## src/rtl/spi_rx_sync.sv

```systemverilog
// SPI receive slave in the clk domain: synchronises sclk/mosi/cs_n, deserialises
// DATA_BITS-wide words and presents them through a valid/ready output register.
module spi_rx_sync #(
  parameter int unsigned DATA_BITS = 16,
  parameter int unsigned CPOL      = 0,
  parameter int unsigned CPHA      = 0,
  parameter int unsigned LSB_FIRST = 1
) (
  input  logic                 clk,
  input  logic                 rst_n,
  input  logic                 sclk,
  input  logic                 mosi,
  input  logic                 cs_n,
  output logic [DATA_BITS-1:0] out,
  output logic                 out_valid,
  input  logic                 out_ready,
  output logic                 frame_err,
  output logic                 overrun
);

  localparam int unsigned CntW = $clog2(DATA_BITS);
  localparam logic [CntW-1:0] LastCnt = CntW'(DATA_BITS - 1);
  localparam logic SclkIdle = (CPOL != 0);

  localparam logic [0:0] StIdle   = 1'b0;
  localparam logic [0:0] StActive = 1'b1;

  logic sclk_s1_q, sclk_s2_q, sclk_h_q;
  logic cs_s1_q, cs_s2_q, cs_h_q;
  logic mosi_s1_q, mosi_s2_q;

  logic [0:0]           state_q, state_d;
  logic [CntW-1:0]      cnt_q, cnt_d;
  logic [DATA_BITS-1:0] shift_q, shift_d;
  logic [DATA_BITS-1:0] out_q, out_d;
  logic                 valid_q, valid_d;
  logic                 fe_q, fe_d;
  logic                 ov_q, ov_d;

  logic                 sclk_rise, sclk_fall, sample, cs_fall, cs_rise, word_done;
  logic [DATA_BITS-1:0] shift_in;

  // Synchronisers reset to idle levels so reset release never looks like an edge.
  always_ff @(posedge clk or negedge rst_n) begin
    if (!rst_n) begin
      sclk_s1_q <= SclkIdle;
      sclk_s2_q <= SclkIdle;
      sclk_h_q  <= SclkIdle;
      cs_s1_q   <= 1'b1;
      cs_s2_q   <= 1'b1;
      cs_h_q    <= 1'b1;
      mosi_s1_q <= 1'b0;
      mosi_s2_q <= 1'b0;
    end else begin
      sclk_s1_q <= sclk;
      sclk_s2_q <= sclk_s1_q;
      sclk_h_q  <= sclk_s2_q;
      cs_s1_q   <= cs_n;
      cs_s2_q   <= cs_s1_q;
      cs_h_q    <= cs_s2_q;
      mosi_s1_q <= mosi;
      mosi_s2_q <= mosi_s1_q;
    end
  end

  assign sclk_rise = sclk_s2_q & ~sclk_h_q;
  assign sclk_fall = ~sclk_s2_q & sclk_h_q;
  assign sample    = (CPOL == CPHA) ? sclk_rise : sclk_fall;
  assign cs_fall   = ~cs_s2_q & cs_h_q;
  assign cs_rise   = cs_s2_q & ~cs_h_q;
  assign shift_in  = (LSB_FIRST != 0) ? {mosi_s2_q, shift_q[DATA_BITS-1:1]}
                                      : {shift_q[DATA_BITS-2:0], mosi_s2_q};

  always_comb begin
    state_d   = state_q;
    cnt_d     = cnt_q;
    shift_d   = shift_q;
    out_d     = out_q;
    valid_d   = valid_q;
    fe_d      = 1'b0;
    ov_d      = 1'b0;
    word_done = 1'b0;

    case (state_q)
      StIdle: begin
        if (cs_fall) begin
          state_d = StActive;
          cnt_d   = '0;
          shift_d = '0;
        end
      end
      StActive: begin
        // cs_n deassertion wins over a coincident sample edge.
        if (cs_rise) begin
          state_d = StIdle;
          fe_d    = (cnt_q != '0);
          cnt_d   = '0;
          shift_d = '0;
        end else if (sample) begin
          shift_d = shift_in;
          if (cnt_q == LastCnt) begin
            cnt_d     = '0;
            word_done = 1'b1;
          end else begin
            cnt_d = cnt_q + CntW'(1);
          end
        end
      end
      default: state_d = StIdle;
    endcase

    if (word_done) begin
      if (!valid_q || out_ready) begin
        out_d   = shift_in;
        valid_d = 1'b1;
      end else begin
        ov_d = 1'b1;
      end
    end else if (valid_q && out_ready) begin
      valid_d = 1'b0;
    end
  end

  always_ff @(posedge clk or negedge rst_n) begin
    if (!rst_n) begin
      state_q <= StIdle;
      cnt_q   <= '0;
      shift_q <= '0;
      out_q   <= '0;
      valid_q <= 1'b0;
      fe_q    <= 1'b0;
      ov_q    <= 1'b0;
    end else begin
      state_q <= state_d;
      cnt_q   <= cnt_d;
      shift_q <= shift_d;
      out_q   <= out_d;
      valid_q <= valid_d;
      fe_q    <= fe_d;
      ov_q    <= ov_d;
    end
  end

  assign out       = out_q;
  assign out_valid = valid_q;
  assign frame_err = fe_q;
  assign overrun   = ov_q;

endmodule

```

## config.mk

```make
export PLATFORM = sky130hd
export DESIGN_NAME = spi_rx_sync
export DESIGN_NICKNAME = d
export VERILOG_FILES = /design/src/rtl/spi_rx_sync.sv
export SDC_FILE = /design/constraint.sdc
export NUM_CORES = 1
export LEC_CHECK = 0
export ABC_CLOCK_PERIOD_IN_PS = 2600
export CAP_MARGIN = 10
export CORE_MARGIN = 1.5
export CORE_UTILIZATION = 35
export DETAILED_ROUTE_END_ITERATION = 6
export SETUP_SLACK_MARGIN = 0.4
export SLEW_MARGIN = 20
export SYNTH_ARGS = -nofsm -noshare
export SYNTH_HDL_FRONTEND = slang
export SYNTH_SLANG_ARGS = --single-unit
```

## constraint.sdc

```tcl
create_clock -name clk -period 2.6 [get_ports clk]
set_clock_uncertainty 0.15 [all_clocks]
set_input_delay 0.52 -clock clk [delete_from_list [all_inputs] [get_ports clk]]
set_output_delay 0.52 -clock clk [all_outputs]
set_load 0.02 [all_outputs]
```

Yosys cells after proc, flatten, opt, wreduce, memory -nomap -nowiden. Index checks and enable logic that the tools add are counted.

Register bits: 48. Bits of input ports: 6. Output and inout bits: 19. Logic and storage cells: 58.

Add/sub/neg operators: 1. Equal/unequal tests: 4. Mux-type cells: 23. Bitwise logic cells: 7. Reduce and logical (&&, ||, !) cells: 8.

Operators with widths (number): $mux 16 (3); $pmux 16 s2 (1); $mux 4 (4); $mux 1 (13); $pmux 4 s2 (1); $reduce_and 2->1 (3); $add 4x1->4 const B (1); $eq 4x4->1 const B (1); $not 1->1 (4); $reduce_bool 4->1 (1); $and 1x1->1 (3); $ne 3x1->1 const B (1); $ne 2x1->1 const B (1); $ne 2x2->1 const B (1); $pmux 1 s2 (1); $reduce_bool 2->1 (1); $logic_and 1x1->1 (1); $logic_not 1->1 (1); $logic_or 1x1->1 (1).

Logic depth before layout (Yosys ltp).
Depth in word-level cells: 7. Depth in mapped cells: 7. Gate-level depth less buffers: 5.

Least setup slack after synthesis. Ideal clock, no wire load.

Path kind: flip-flop to flip-flop. Start: reg cs_h_q. End: reg out_q[10], in the netlist out[10]. Setup time: 0.125 ns. Arrival time: 1.546 ns. Required time: 2.325 ns. Slack: 0.779 ns. Stages on the path, launching flop included: 8. Buffers on the path: 3. Period minus slack after synthesis: 1.821 ns. Cell sequence: dfstp_2 nand2b_1 buf_6 nand4_4 nor2b_2 buf_6 buf_12 mux2_4.

Longest elaborated chain between the ends: 5.

Ends and longest elaborated chain: from (decl) (line 29) `logic cs_s1_q, cs_s2_q, cs_h_q;`; from (signal assigned) (line 60) `cs_h_q <= cs_s2_q;`; $not 1->1 (line 70) `assign cs_rise = cs_s2_q & ~cs_h_q;`; $and 1x1->1 (line 70); $mux 1 (line 94) `if (cs_rise) begin`; $mux 1 (line 84) `case (state_q)`; $reduce_and 2->1 (no source line); to (signal assigned) (line 137) `out_q <= out_d;`; to (decl) (line 35) `logic [DATA_BITS-1:0] out_q, out_d;`.

Every way passes these cells. A chain may end at the register's enable or synchronous reset.

Worst setup path in the final report.
Start: reg cnt_q[1]. End: reg out_q[2], in the netlist out[2].

Longest elaborated chain between the ends: 6.

Ends and longest elaborated chain: from (decl) (line 33) `logic [CntW-1:0] cnt_q, cnt_d;`; from (signal assigned) (line 135) `cnt_q <= cnt_d;`; $eq 4x4->1 (line 101) `if (cnt_q == LastCnt) begin`; $mux 1 (line 101); $mux 1 (line 99) `end else if (sample) begin`; $mux 1 (line 94); $mux 1 (line 84); $reduce_and 2->1 (no source line).

Every way passes these cells.

==> out/qor_table.md <==
| Group | Result | Value |
|---|---|---|
| logic synthesis | Flip-flop cell with the highest count after synthesis | sky130_fd_sc_hd__dfrtp_1 |
| die | Std-Cell Core Area | 5200 um2 |
| logic synthesis | Synthesized area per cell | 12.5 um2 |
| grt | Pin count of the biggest net entering global routing | 48 |
| place | Cells after DPL | 244 |
| cts | Number of buffers added to fix hold violations after cts | 0 |
| cts | CTS-repair resized insts | 0 |
| finish | Layout filler cell count | 486 |
| sta | Part of the cycle the worst path needs | 78.8% |
| cts | Clock latency on the worst-skew pair | 0.29 ns |
| worst setup path | Flop-to-flop setup slack | 0.55 ns |
| cts | Clock tree from TritonCTS | done |
| logic synthesis | Post-synthesis sequential element count | 47 |
| power and ir drop | Cell leakage power | 1.03 nW |
| finish | Fraction of layout cells with a size suffix above 1 | 19.2% |
| grt | Number of global-route vias before repair | 1273 |
| grt | Wire length of the first global-routing pass | 6.02 mm |
| place | DP Wirelength | 2.27 mm |
| min path | Worst min-delay path category | in2async |
| routing | Number of DRC violations after detailed routing | 0 |
| finish | Finished Layout Cells | 252 |
| power and ir drop | VDD IR max | 0.347 mV |
| routing | TritonRoute pass-1 iters | 4 |
| sta | RSZ-0062 raised after global routing | false |
| die | FP Rows | 26 |
| logic synthesis | Count of flip-flops with a built-in enable after synthesis | 0 |
| sta | Final count of hold timing violations | 0 |
| worst setup path | Crit Path Max Fanout | 16 |
| sta | Min Tclk post-route | 2.05 ns |
| routing | Met3 layer wire length in the routed design | 123 um |
| cts | Clk pin slew, worst setup/hold paths | 0.08 ns |
| sta | Final setup viols | 0 |
| routing | Avg WL per Cell | 13.5 um |
| die | Top Ports | 25 |
| routing | Via-to-Cell Ratio | 4.76 |
| finish | Area Overhead vs Synth | 20.3% |
| sta | Least-Margin Pin Slew | 0.681 ns |
| place | Final weighted congestion in routability-driven placement | 0.876 |
| worst setup path | Crit Path Category | reg2reg |
| routing | DR WL met2 | 1.71 mm |
| flow run | Maximum capacitance violations | 0 |
| finish | Area of the multi-input gates | 611 um2 |
| grt | Overall overflow remaining after global route | 0 |
| cts | Clock Path Buffers | 2 |
| die | Die boundary height | 77.3 um |
| sta | Hold slack | 0.160 ns |
| die | Area of the die | 5970 um2 |
| sta | Setup TNS | 0 ns |
| grt | Antenna violations before repair | 0 |
| cts | Buffer type at the clock tree root | sky130_fd_sc_hd__clkbuf_8 |
| sta | Max Clk Rate | 0.488 GHz |
| outcome | Result of the run | finished, final reports clean |
| logic synthesis | Synth Net Count | 162 |
| worst setup path | Crit end category | register |
| place | Port buffer count | 24 |
| cts | Htree depth | 2 |
| sta | Pins Over Slew Limit | 0 |
| routing | Number of vias after detailed routing | 1200 |
| cts | Clock Sinks | 47 |
| sta | Slew margin rel. | 54.6% |
| power and ir drop | Total chip power | 1.35 mW |
| logic synthesis | Seq/Total Area, Yosys | 61.1% |
| routing | Wire length on met1 | 1.51 mm |
| routing | Detailed Route Iter0 Violations | 51 |
| logic synthesis | Count of cell types in the netlist | 30 |
| routing | Antenna Violating Nets Remaining | 0 |
| grt | Total global routing track utilization | 12.8% |
| worst setup path | Critical Path AT | 2.08 ns |
| logic synthesis | Post-Syn Instances | 154 |
| die | Effective utilization at floorplan | 37.1% |
| cts | Number of clock buffers inserted by TritonCTS | 5 |
| die | Overall die width | 77.3 um |
| routing | Highest routing layer actually used | met4 |
| finish | Ant diodes | 0 |
| worst setup path | Worst path required time | 2.63 ns |
| power and ir drop | Power density relative to cell area | 581 nW/um2 |
| worst setup path | Startpoint types | register |
| logic synthesis | Fraction of registers with async set/reset | 100% |
| finish | Area taken by flip-flops and latches | 1180 um2 |
| cts | Number of buffers inserted by post-CTS setup repair | 0 |
| logic synthesis | Cell Area, Synth | 1930 um2 |
| routing | Detailed-route wire length | 3.41 mm |
| finish | Final nets | 189 |
| logic synthesis | Syn. warnings | 0 |
routing by layer:
metal | vias to the layer above | global-route usage, %
met4 | 0 | 7.45
met3 | 7 | 3.21
met2 | 26 | 20.6
met5 | - | 0
li1 | 578 | -
met1 | 589 | 15.4
registers in the layout, indices dropped and copies added (netlist names):
register	count
out	16
shift_q	15
cnt_q	4
cs_h_q	1
cs_s1_q	1
cs_s2_q	1
frame_err	1
mosi_s1_q	1
mosi_s2_q	1
out_valid	1
overrun	1
sclk_h_q	1
sclk_s1_q	1
sclk_s2_q	1
state_q	1
logic make-up (layout without fill, tap and decap cells):
| group | Yosys count | after routing | share of synthesized area (%) |
|---|---|---|---|
| DFF | 47 | 47 | 61.1 |
| and+or+nand+nor | 36 | 36 | 11.8 |
| buffers and inverters | 28 | 56 | 7.26 |
| AOI/OAI and AO/OA | 24 | 24 | 6.74 |
| muxes | 17 | 17 | 11.8 |
| adders and majority gates | 2 | 2 | 1.30 |
report_power, final:
part           internal (mW)  switching (mW)  total [mW]
registers              0.755          0.0298       0.785
clock network          0.243           0.228       0.471
logic                 0.0342          0.0589      0.0931
total                   1.03           0.317        1.35
critical path, stage by stage, from the launching register on:
cell	delay, ns
sky130_fd_sc_hd__dfrtp_1	0.40
sky130_fd_sc_hd__ha_1	0.23
sky130_fd_sc_hd__and3_2	0.24
sky130_fd_sc_hd__nand4_4	0.12
sky130_fd_sc_hd__nor2b_2	0.14
sky130_fd_sc_hd__buf_4	0.27
sky130_fd_sc_hd__mux2_2	0.37
final timing paths:
check                                            to                 start  cells past startpoint
worst max-delay path             out[2]$_DFFE_PN0P_  cnt_q[1]$_DFFE_PN0P_                      6
worst min-delay path            mosi_s1_q$_DFF_PN0_                 rst_n                      2
worst max register to register   out[2]$_DFFE_PN0P_  cnt_q[1]$_DFFE_PN0P_                      6
worst min register to register  mosi_s2_q$_DFF_PN0_   mosi_s1_q$_DFF_PN0_                      0
max in group asynchronous        out[6]$_DFFE_PN0P_                 rst_n                      2
min in group clk                mosi_s2_q$_DFF_PN0_   mosi_s1_q$_DFF_PN0_                      0
layout by cell type (no fill, tap or decap), types with 2 or more instances in the layout:
| cell | n |
|---|---|
| sky130_fd_sc_hd__buf_4 | 5 |
| sky130_fd_sc_hd__nand2b_1 | 2 |
| sky130_fd_sc_hd__and2b_1 | 2 |
| sky130_fd_sc_hd__nand2_1 | 4 |
| sky130_fd_sc_hd__nand3_1 | 2 |
| sky130_fd_sc_hd__mux2_2 | 6 |
| sky130_fd_sc_hd__nor2_1 | 4 |
| sky130_fd_sc_hd__o21ai_0 | 18 |
| sky130_fd_sc_hd__nand4_1 | 16 |
| sky130_fd_sc_hd__a31oi_1 | 2 |
| sky130_fd_sc_hd__mux2_4 | 10 |
| sky130_fd_sc_hd__dfrtp_1 | 44 |
| sky130_fd_sc_hd__clkbuf_8 | 7 |
| sky130_fd_sc_hd__ha_1 | 2 |
| sky130_fd_sc_hd__clkdlybuf4s50_1 | 23 |
| sky130_fd_sc_hd__dfstp_2 | 3 |
| sky130_fd_sc_hd__inv_1 | 19 |
cell type report:
class                   count  share of cell area, %
clock buffers               8                   4.31
inverters                  19                   3.07
multi-input cells          79                   26.3
flip-flops and latches     47                   50.8
well taps                  70                   3.77
repair buffers             29                   11.7
synthesized netlist by cell type (3+ instances only):
cell | instances | area share, %
sky130_fd_sc_hd__dfrtp_1 | 44 | 57
sky130_fd_sc_hd__inv_1 | 19 | 3.7
sky130_fd_sc_hd__o21ai_0 | 18 | 4.7
sky130_fd_sc_hd__nand4_1 | 16 | 5.2
sky130_fd_sc_hd__mux2_4 | 10 | 7.8
sky130_fd_sc_hd__mux2_2 | 6 | 3.5
sky130_fd_sc_hd__nand2_1 | 4 | 0.78
sky130_fd_sc_hd__nor2_1 | 4 | 0.78
sky130_fd_sc_hd__buf_2 | 3 | 0.78
sky130_fd_sc_hd__dfstp_2 | 3 | 4.1
stage by stage:
| step | setup WS (ns) | cell area [um2] | utilization (%) |
|---|---|---|---|
| floorplan | 0.779 | 1930 | - |
| global placement | 0.473 | 2220 | 42.7 |
| detailed placement | 0.428 | 2220 | 42.7 |
| CTS | 0.532 | 2320 | 44.6 |
| global route | 0.432 | 2320 | 44.6 |
| finish | 0.552 | 2320 | 44.6 |
No activity file was read; power rests on OpenSTA's default activity.
